## src/rtl/dma_sd.sv

```systemverilog
// ---------------------------------------------------------------------------
// dma_sd
//
// Reads one data block from an SD card through the shared SPI byte engine
// and writes it byte-by-byte into Z80 memory via the memory arbiter, with no
// CPU involvement.
//
// Sequence per transfer:
//   poll SPI bytes for the 0xFE start token (bounded by TOKEN_TIMEOUT),
//   then for each of BLOCK_LEN bytes: one SPI exchange followed by one
//   memory write request, then two CRC exchanges that are discarded.
//
// Ports:
//   cpu_clock, rst          clock and synchronous active-high reset
//   dma_select, dma_wrstb   register write qualifier / one-cycle strobe
//   dma_regsel, dma_din     register select (HAD/MAD/LAD/CST) and data
//   dma_dout                register read data (combinational)
//   spi_start, spi_din      exchange start pulse and transmit byte (0xFF)
//   spi_dout, spi_rdy       received byte and engine-idle flag
//   spi_own                 high while this block owns the SPI engine
//   dma_req, dma_ack        memory write request / one-cycle grant
//   dma_addr, dma_wd        memory byte address and write data
// ---------------------------------------------------------------------------
module dma_sd #(
    parameter int BLOCK_LEN     = 512,
    parameter int TOKEN_TIMEOUT = 4095
) (
    input  logic        cpu_clock,
    input  logic        rst,
    input  logic        dma_select,
    input  logic        dma_wrstb,
    input  logic [1:0]  dma_regsel,
    input  logic [7:0]  dma_din,
    output logic [7:0]  dma_dout,
    output logic        spi_start,
    output logic [7:0]  spi_din,
    input  logic [7:0]  spi_dout,
    input  logic        spi_rdy,
    output logic        spi_own,
    output logic        dma_req,
    input  logic        dma_ack,
    output logic [21:0] dma_addr,
    output logic [7:0]  dma_wd
);

    localparam int CNT_W  = $clog2(BLOCK_LEN + 1);
    localparam int POLL_W = $clog2(TOKEN_TIMEOUT + 1);

    localparam logic [1:0] REG_HAD = 2'd0;
    localparam logic [1:0] REG_MAD = 2'd1;
    localparam logic [1:0] REG_LAD = 2'd2;
    localparam logic [1:0] REG_CST = 2'd3;

    localparam logic [7:0] START_TOKEN = 8'hFE;

    typedef enum logic [2:0] {
        S_IDLE,
        S_TOKEN,   // issue a token-poll exchange
        S_TWAIT,   // wait for the token-poll byte
        S_DATA,    // issue a data exchange
        S_DWAIT,   // wait for the data byte
        S_MEM,     // memory write outstanding
        S_CRC,     // issue a CRC exchange
        S_CWAIT    // wait for the CRC byte
    } state_t;

    state_t            state_reg;
    logic [21:0]       addr_reg;
    logic [CNT_W-1:0]  count_reg;
    logic [POLL_W-1:0] poll_reg;
    logic              crc_second_reg;
    logic              err_reg;
    logic              done_reg;
    logic              abort_reg;
    logic              spi_start_reg;
    logic              dma_req_reg;
    logic [7:0]        dma_wd_reg;

    logic busy;
    logic reg_wr;
    logic cst_wr;
    logic spi_done;

    assign busy   = (state_reg != S_IDLE);
    assign reg_wr = dma_select && dma_wrstb;
    assign cst_wr = reg_wr && (dma_regsel == REG_CST);

    // spi_rdy still shows the pre-exchange idle level during the start
    // pulse cycle, so it only counts as completion once the pulse is gone.
    assign spi_done = spi_rdy && !spi_start_reg;

    assign spi_start = spi_start_reg;
    assign spi_din   = 8'hFF;
    assign spi_own   = busy;
    assign dma_req   = dma_req_reg;
    assign dma_addr  = addr_reg;
    assign dma_wd    = dma_wd_reg;

    always_comb begin
        dma_dout = 8'h00;
        case (dma_regsel)
            REG_HAD: dma_dout = {2'b00, addr_reg[21:16]};
            REG_MAD: dma_dout = addr_reg[15:8];
            REG_LAD: dma_dout = addr_reg[7:0];
            REG_CST: dma_dout = {busy, err_reg, done_reg, 5'b00000};
            default: dma_dout = 8'h00;
        endcase
    end

    always_ff @(posedge cpu_clock) begin
        if (rst) begin
            state_reg      <= S_IDLE;
            addr_reg       <= '0;
            count_reg      <= '0;
            poll_reg       <= '0;
            crc_second_reg <= 1'b0;
            err_reg        <= 1'b0;
            done_reg       <= 1'b0;
            abort_reg      <= 1'b0;
            spi_start_reg  <= 1'b0;
            dma_req_reg    <= 1'b0;
            dma_wd_reg     <= '0;
        end else begin
            spi_start_reg <= 1'b0;

            // Abort is only latched here; the FSM acts on it at the next
            // point where it would otherwise start an exchange or finish a
            // memory write, so no SPI exchange or memory cycle is cut short.
            if (cst_wr && busy && dma_din[6]) begin
                abort_reg <= 1'b1;
            end

            // Address registers are frozen for the duration of a transfer.
            if (reg_wr && !busy) begin
                case (dma_regsel)
                    REG_HAD: addr_reg[21:16] <= dma_din[5:0];
                    REG_MAD: addr_reg[15:8]  <= dma_din;
                    REG_LAD: addr_reg[7:0]   <= dma_din;
                    default: ;
                endcase
            end

            case (state_reg)
                S_IDLE: begin
                    if (cst_wr && dma_din[7]) begin
                        err_reg        <= 1'b0;
                        done_reg       <= 1'b0;
                        abort_reg      <= 1'b0;
                        count_reg      <= CNT_W'(BLOCK_LEN);
                        poll_reg       <= '0;
                        crc_second_reg <= 1'b0;
                        state_reg      <= S_TOKEN;
                    end
                end

                S_TOKEN: begin
                    if (abort_reg) begin
                        abort_reg <= 1'b0;
                        err_reg   <= 1'b0;
                        done_reg  <= 1'b0;
                        state_reg <= S_IDLE;
                    end else if (spi_rdy) begin
                        spi_start_reg <= 1'b1;
                        state_reg     <= S_TWAIT;
                    end
                end

                S_TWAIT: begin
                    if (spi_done) begin
                        if (spi_dout == START_TOKEN) begin
                            state_reg <= S_DATA;
                        end else if (poll_reg == POLL_W'(TOKEN_TIMEOUT - 1)) begin
                            // Card never produced a start token.
                            err_reg   <= 1'b1;
                            abort_reg <= 1'b0;
                            state_reg <= S_IDLE;
                        end else begin
                            poll_reg  <= poll_reg + 1'b1;
                            state_reg <= S_TOKEN;
                        end
                    end
                end

                S_DATA: begin
                    if (abort_reg) begin
                        abort_reg <= 1'b0;
                        err_reg   <= 1'b0;
                        done_reg  <= 1'b0;
                        state_reg <= S_IDLE;
                    end else if (spi_rdy) begin
                        spi_start_reg <= 1'b1;
                        state_reg     <= S_DWAIT;
                    end
                end

                S_DWAIT: begin
                    if (spi_done) begin
                        dma_wd_reg  <= spi_dout;
                        dma_req_reg <= 1'b1;
                        state_reg   <= S_MEM;
                    end
                end

                S_MEM: begin
                    // Request, address and data stay put until the grant;
                    // the next exchange only starts after the write lands.
                    if (dma_ack && dma_req_reg) begin
                        dma_req_reg <= 1'b0;
                        addr_reg    <= addr_reg + 22'd1;
                        count_reg   <= count_reg - 1'b1;
                        if (abort_reg) begin
                            abort_reg <= 1'b0;
                            err_reg   <= 1'b0;
                            done_reg  <= 1'b0;
                            state_reg <= S_IDLE;
                        end else if (count_reg == CNT_W'(1)) begin
                            state_reg <= S_CRC;
                        end else begin
                            state_reg <= S_DATA;
                        end
                    end
                end

                S_CRC: begin
                    if (abort_reg) begin
                        abort_reg <= 1'b0;
                        err_reg   <= 1'b0;
                        done_reg  <= 1'b0;
                        state_reg <= S_IDLE;
                    end else if (spi_rdy) begin
                        spi_start_reg <= 1'b1;
                        state_reg     <= S_CWAIT;
                    end
                end

                S_CWAIT: begin
                    if (spi_done) begin
                        if (crc_second_reg) begin
                            done_reg  <= 1'b1;
                            abort_reg <= 1'b0;
                            state_reg <= S_IDLE;
                        end else begin
                            crc_second_reg <= 1'b1;
                            state_reg      <= S_CRC;
                        end
                    end
                end

                default: state_reg <= S_IDLE;
            endcase
        end
    end

endmodule

```

## config.mk

```make
export PLATFORM = sky130hd
export DESIGN_NAME = dma_sd
export DESIGN_NICKNAME = d
export VERILOG_FILES = /design/src/rtl/dma_sd.sv
export SDC_FILE = /design/constraint.sdc
export NUM_CORES = 1
export LEC_CHECK = 0
export BUFFER_PORTS_ARGS = -buffer_cell sky130_fd_sc_hd__buf_4
export CAP_MARGIN = 20
export CORE_MARGIN = 1
export CORE_UTILIZATION = 55
export DETAILED_ROUTE_END_ITERATION = 10
export PLACE_DENSITY = 0.9
export SLEW_MARGIN = 10
export SYNTH_ARGS = -nofsm -noshare
export SYNTH_HDL_FRONTEND = slang
export SYNTH_SLANG_ARGS = --single-unit
```

## constraint.sdc

```tcl
create_clock -name cpu_clock -period 2.65 [get_ports cpu_clock]
set_input_delay 0.1325 -clock cpu_clock [delete_from_list [all_inputs] [get_ports cpu_clock]]
set_output_delay 0.1325 -clock cpu_clock [all_outputs]
set_load 0.005 [all_outputs]
```

# ---- Word-level counts from Yosys, hierarchy flattened
# Index checks and enable logic that the tools add are counted.
dict set report op_classes {
  add_sub_neg 3
  mux 59
  n_eq_ne 25
  reduce_logical 29
  bitwise_logic 1
}
# cell n
set ops {}
lappend ops {{two-way mux 22 bit} 3}
lappend ops {{two-way mux 12 bit} 4}
lappend ops {{two-way mux 3 bit} 14}
lappend ops {{one-hot mux 8 bit (4 select lines)} 1}
lappend ops {{one-hot mux 12 bit (2 select lines)} 1}
lappend ops {{one-hot mux 3 bit (8 select lines)} 1}
lappend ops {{two-way mux 1 bit} 23}
lappend ops {{adder 22 x 1 -> 22 bit (second input constant)} 1}
lappend ops {{two-way mux 10 bit} 2}
lappend ops {{one-hot mux 10 bit (2 select lines)} 1}
lappend ops {{inequality test 2 bit (second input constant)} 9}
lappend ops {{two-way mux 8 bit} 2}
lappend ops {{adder 12 x 1 -> 12 bit (second input constant)} 1}
lappend ops {{equality test 12 bit (second input constant)} 1}
lappend ops {{equality test 3 bit (second input constant)} 4}
lappend ops {{equality test 10 x 1 -> 1 bit (second input constant)} 1}
lappend ops {{AND reduction 5 bit} 2}
lappend ops {{subtractor 10 x 1 -> 10 bit (second input constant)} 1}
lappend ops {{inequality test 3 bit (second input constant)} 3}
lappend ops {{AND reduction 3 bit} 3}
lappend ops {{equality test 8 bit (second input constant)} 1}
lappend ops {{logical AND 1 bit} 8}
lappend ops {{one-hot mux 1 bit (4 select lines)} 2}
lappend ops {{AND reduction 8 bit} 1}
lappend ops {{18 further kinds} 27}
dict set report word_totals {
  output_inout_bits 49
  inputBits 24
  wordCells 128
  regBits 61
}

# ---- Depth between registers and ports, before layout
dict set report logic_depth {
  depth_word 9
  depth_mapped 9
}

# ---- Worst setup path after synthesis
# No wires, ideal clock.
dict set report synth_timing {
  path_kind {register -> register}
  start {reg state_reg[0]}
  end {reg poll_reg[10]}
  required_ns 2.518
  synth_period_minus_slack_ns 1.864
  arrival_ns 1.731
  path_stages_with_launch 9
  slack_ns 0.786
  cell_sequence {dfxtp_1 > buf_6 > or4b_4 > nor2_8 > a31oi_4 > buf_6 > clkbuf_1 > o21ai_0 > a21oi_1}
}
dict set report synth_between {
  elab_chain_len 3
  word_cells_on_any_way 9
  cone_classes {eq/ne: 5; mux: 1; reduce/logical: 3}
}
# item line_no
set synth_lines {}
lappend synth_lines {{from (decl)} 67} ;# state_t state_reg;
lappend synth_lines {{from (signal assigned)} 112} ;# state_reg <= S_IDLE;
lappend synth_lines {{from (signal assigned)} 152} ;# state_reg <= S_TOKEN;
lappend synth_lines {{from (signal assigned)} 161} ;# state_reg <= S_IDLE;
lappend synth_lines {{equality test 3 x 2 -> 1 bit / zero test 3 bit (equally long branches)} 143} ;# case (state_reg)
lappend synth_lines {{inequality test 2 bit (no line) / nonzero test 2 bit (equally long branches)} --}
lappend synth_lines {{AND reduction 5 bit (no line)} --}
lappend synth_lines {{to (signal assigned)} 178} ;# poll_reg <= poll_reg + 1'b1;
lappend synth_lines {{to (decl)} 70} ;# logic [POLL_W-1:0] poll_reg;
# Several ways; a longest one is shown, not always the timed one.
# A chain may end at the register's enable or synchronous reset.

# ---- Final worst setup path
dict set report layout_timing {
  start {reg state_reg[0]}
  end {reg addr_reg[12] (netlist: dma_addr[12])}
}
dict set report layout_between {
  elab_chain_len 6
  word_cells_on_any_way 7
  cone_classes {eq/ne: 1; mux: 3; reduce/logical: 3}
}
# item line_no
set layout_lines {}
lappend layout_lines {{nonzero test 3 bit} 84} ;# assign busy = (state_reg != S_IDLE);
lappend layout_lines {{zero test 1 bit} 134} ;# if (reg_wr && !busy) begin
lappend layout_lines {{logical AND 1 bit} 134}
lappend layout_lines {{two-way mux 22 bit} 134}
lappend layout_lines {{two-way mux 22 bit} 207} ;# if (dma_ack && dma_req_reg) begin
lappend layout_lines {{two-way mux 22 bit *} 143}
lappend layout_lines {{to (signal assigned)} 137} ;# REG_MAD: addr_reg[15:8] <= dma_din;
lappend layout_lines {{to (signal assigned)} 209} ;# addr_reg <= addr_reg + 22'd1;
lappend layout_lines {{to (decl)} 68} ;# logic [21:0] addr_reg;
# Every way passes the cells marked *; elsewhere a longest branch is shown, timed or not.

==> results.md <==
- Total gr overflow: 0
- RR Startpoint: state_reg[0]
- FF+latch count, synth: just over 60
- CTS tree: built
- Clk pin slew, worst setup/hold paths: roughly 0.07 ns
- Sequential share of the synthesized area: 0.3336
- IO Port Bufs: 64
- DR iter-0 viols: between 300 and 400
- Final Cycle Share: 0.9015
- Number of CTS-inserted buffers: 9
- DIE AREA: roughly 7000 um^2
- CP Launch Type: flip-flop
- TritonRoute pass-1 iters: 6
- # H-tree levels: 3
- Met2 Track Usage GR: 0.4715
- Critical path endpoint category: flip-flop
- Initial Util: 0.5733
- CP max FO: 10
- Ant diodes: 0
- Largest net degree at the start of global routing: 43
- Routed WL: around 10000 um
- Tmin final: between 2 and 2.5 ns
- Chip width: ~84 um
- # setup viols final: 0
- Crit path capture: dma_addr[12]
- Clk buf depth: 2
- Worst hold start: spi_dout[2]
- Leakage: 1.723 nW
- Cts hold-fix bufs: 0
- Max_cap viols: 0
- Clock Tree Root: clkbuf_8
- Pwr/cell area: about 510 nW/um^2
- Synthesis-to-layout area growth: 19.21%
- Synth unique cells: just over 60
- Number of flops mapped to enable cells by yosys: 0
- Non-Filler Instances: roughly 600
- Vias in the first global route: roughly 3700
- Syn_area_per_cell: between 7 and 8 um^2
- Worst rel slew slack: 0.5683
- Netlist Area Pre-Place: between 3000 and 4000 um^2
- Setup crit start: state_reg[0]
- Layout cells sized above 1: 0.1897
- Detailed Place HPWL: just under 7000 um
- Reg2reg path depth: 6
- Hold WC Path Type: in2reg
- Worst reg-to-reg setup slack: ~0.26 ns
- Setup Buffers After CTS: 0
- Met1 usage: 0.3603
- Yosys warning total: 0
- Setup total negative slack: 0 ns
- Row count: 29
- Worst Path Required: approximately 2.9 ns
- Fmax achieved: between 400 and 500 MHz
- Maximum vdd ir drop: about 320 uV
- Total Routing Usage GR: 0.2931
- Final Hold Viols: 0
- Max Slew Vio Count: 0
- Worst reg2reg path endpoint: dma_addr[12]
- Status: complete, no violations
- Global placer's final weighted congestion: around 1
- GR met3 Demand/Resource: 0.05836
- Cells after Synth: 460
- Die height: around 84 um
- Crit path kind: reg2reg
- Dpl cells: between 500 and 600
- WL/cell: approximately 17 um
- Worst Path Arrival: about 2.7 ns
- Final Net Count: 546
- Initial antenna violation count: 0
- Max reg flops: 22
- CTS sink count: a little over 60
- Core Area: 6386 um^2
- RSZ-0062 raised after global routing: no
- Worst slew pin tran: about 0.64 ns
- Async SR Flop Fraction: 0
- Via density: roughly 6.5
- DRC viols: 0
- Latest clock arrival within the worst-skew pair: ~0.35 ns
- Gates resized, CTS repair: 0
- Prevailing post-synth register cell: dfxtp_1
- Vias post-DR: slightly below 4000
- Max Clock Skew: ~0.011 ns
- First-pass GRT wire length: 16820 um
- Boundary Pins: 73
- Detail Route Antenna Nets: 0
- GR peak layer: met2
[area by class of cell]
| cell class | instances | area [um^2] |
|---|---|---|
| multi-input cells | 354 | 2233 |
| fillers | 505 | 2022 |
| flip-flops and latches | 61 | 1221 |
| repair buffers | 74 | 555.5 |
| clock buffers | 13 | 148.9 |
| well taps | 77 | 96.34 |
| inverters | 17 | 63.81 |
| clock inverters | 3 | 45.04 |
[power breakdown]
group          switching, W  total, W  internal, W  leakage [nW]
combinational      0.000232  0.000411     0.000179          1.14
clock              0.000366  0.000827     0.000461        0.0899
sequential        0.0000500  0.000998     0.000948         0.493
[worst min-delay path by stage]
stage	endpoint	slack (ns)	cells past startpoint
2_1_floorplan	dma_addr[6]	0.22	1
3_3_place_gp	dma_wd[0]	0.37	3
4_1_cts	dma_wd[1]	0.03	3
6_report	dma_wd[2]	0.03	3
5_1_grt	dma_wd[2]	0.04	3
3_5_place_dp	dma_wd[1]	0.39	3
[through the flow]
stage	hold WS, ns	power, W	cell area, um^2	utilization	setup WS, ns
floorplan	0.2222	0.001280	3687	-	0.7863
global placement	0.3715	0.001407	4170	0.6530	0.5701
detailed placement	0.3883	0.001419	4170	0.6530	0.4942
CTS	0.03008	0.002230	4364	0.6834	0.3648
global route	0.04348	0.002327	4364	0.6834	0.1168
finish	0.02955	0.002235	4364	0.6834	0.2610
[routing by layer]
layer	vias up	wire length (um)
met2	266	4642
met1	1793	3977
met3	55	959
li1	1809	-
met5	-	0
met4	0	393
[critical path, cell delays in order (launching register included)]
cell and delay, ns:
dfxtp_1 0.49, nor2b_1 0.30, nand4_1 0.45, nor4_1 0.55, buf_4 0.22, a211oi_1 0.08, nor4_1 0.22
[cell usage in the layout (no fill, tap or decap), drive strengths merged, types with 5 or more instances in the layout]
master,netlist,routed
ha,5,5
inv,17,17
mux2i,19,19
o211ai,11,11
or3,13,13
nor2b,7,7
conb,1,8
or4,5,5
nand2,34,34
a32oi,5,5
and3,9,9
a21oi,32,32
o21ai,28,28
nand4,14,14
buf,13,74
dfxtp,61,61
nor3,11,11
nand3,16,16
nor4,10,10
clkbuf,22,13
a211oi,7,7
nor2,53,53
a31oi,10,10
[cell families after synthesis]
logic type	share of synthesized area
AND/OR/NAND/NOR	0.2806
AO/OA/AOI/OAI	0.2184
flip-flops	0.3336
buffers and inverters	0.06596
multiplexers	0.06425
XOR/XNOR	0.01914
adder cells (fa/ha/maj)	0.01709
other	0.001024
[cells in the mapped netlist, drive strengths merged (10+ instances only)]
cell type,instances,area (um^2)
a21oi,32,160.2
a31oi,10,77.57
buf,13,95.09
clkbuf,22,82.58
dfxtp,61,1221
inv,17,63.81
mux2i,19,190.2
nand2,34,127.6
nand3,16,80.08
nand4,14,87.58
nor2,53,215.2
nor3,11,60.06
nor4,10,92.59
o211ai,11,82.58
o21ai,28,140.1
or3,13,81.33
Power figures use the tool's default switching activity.
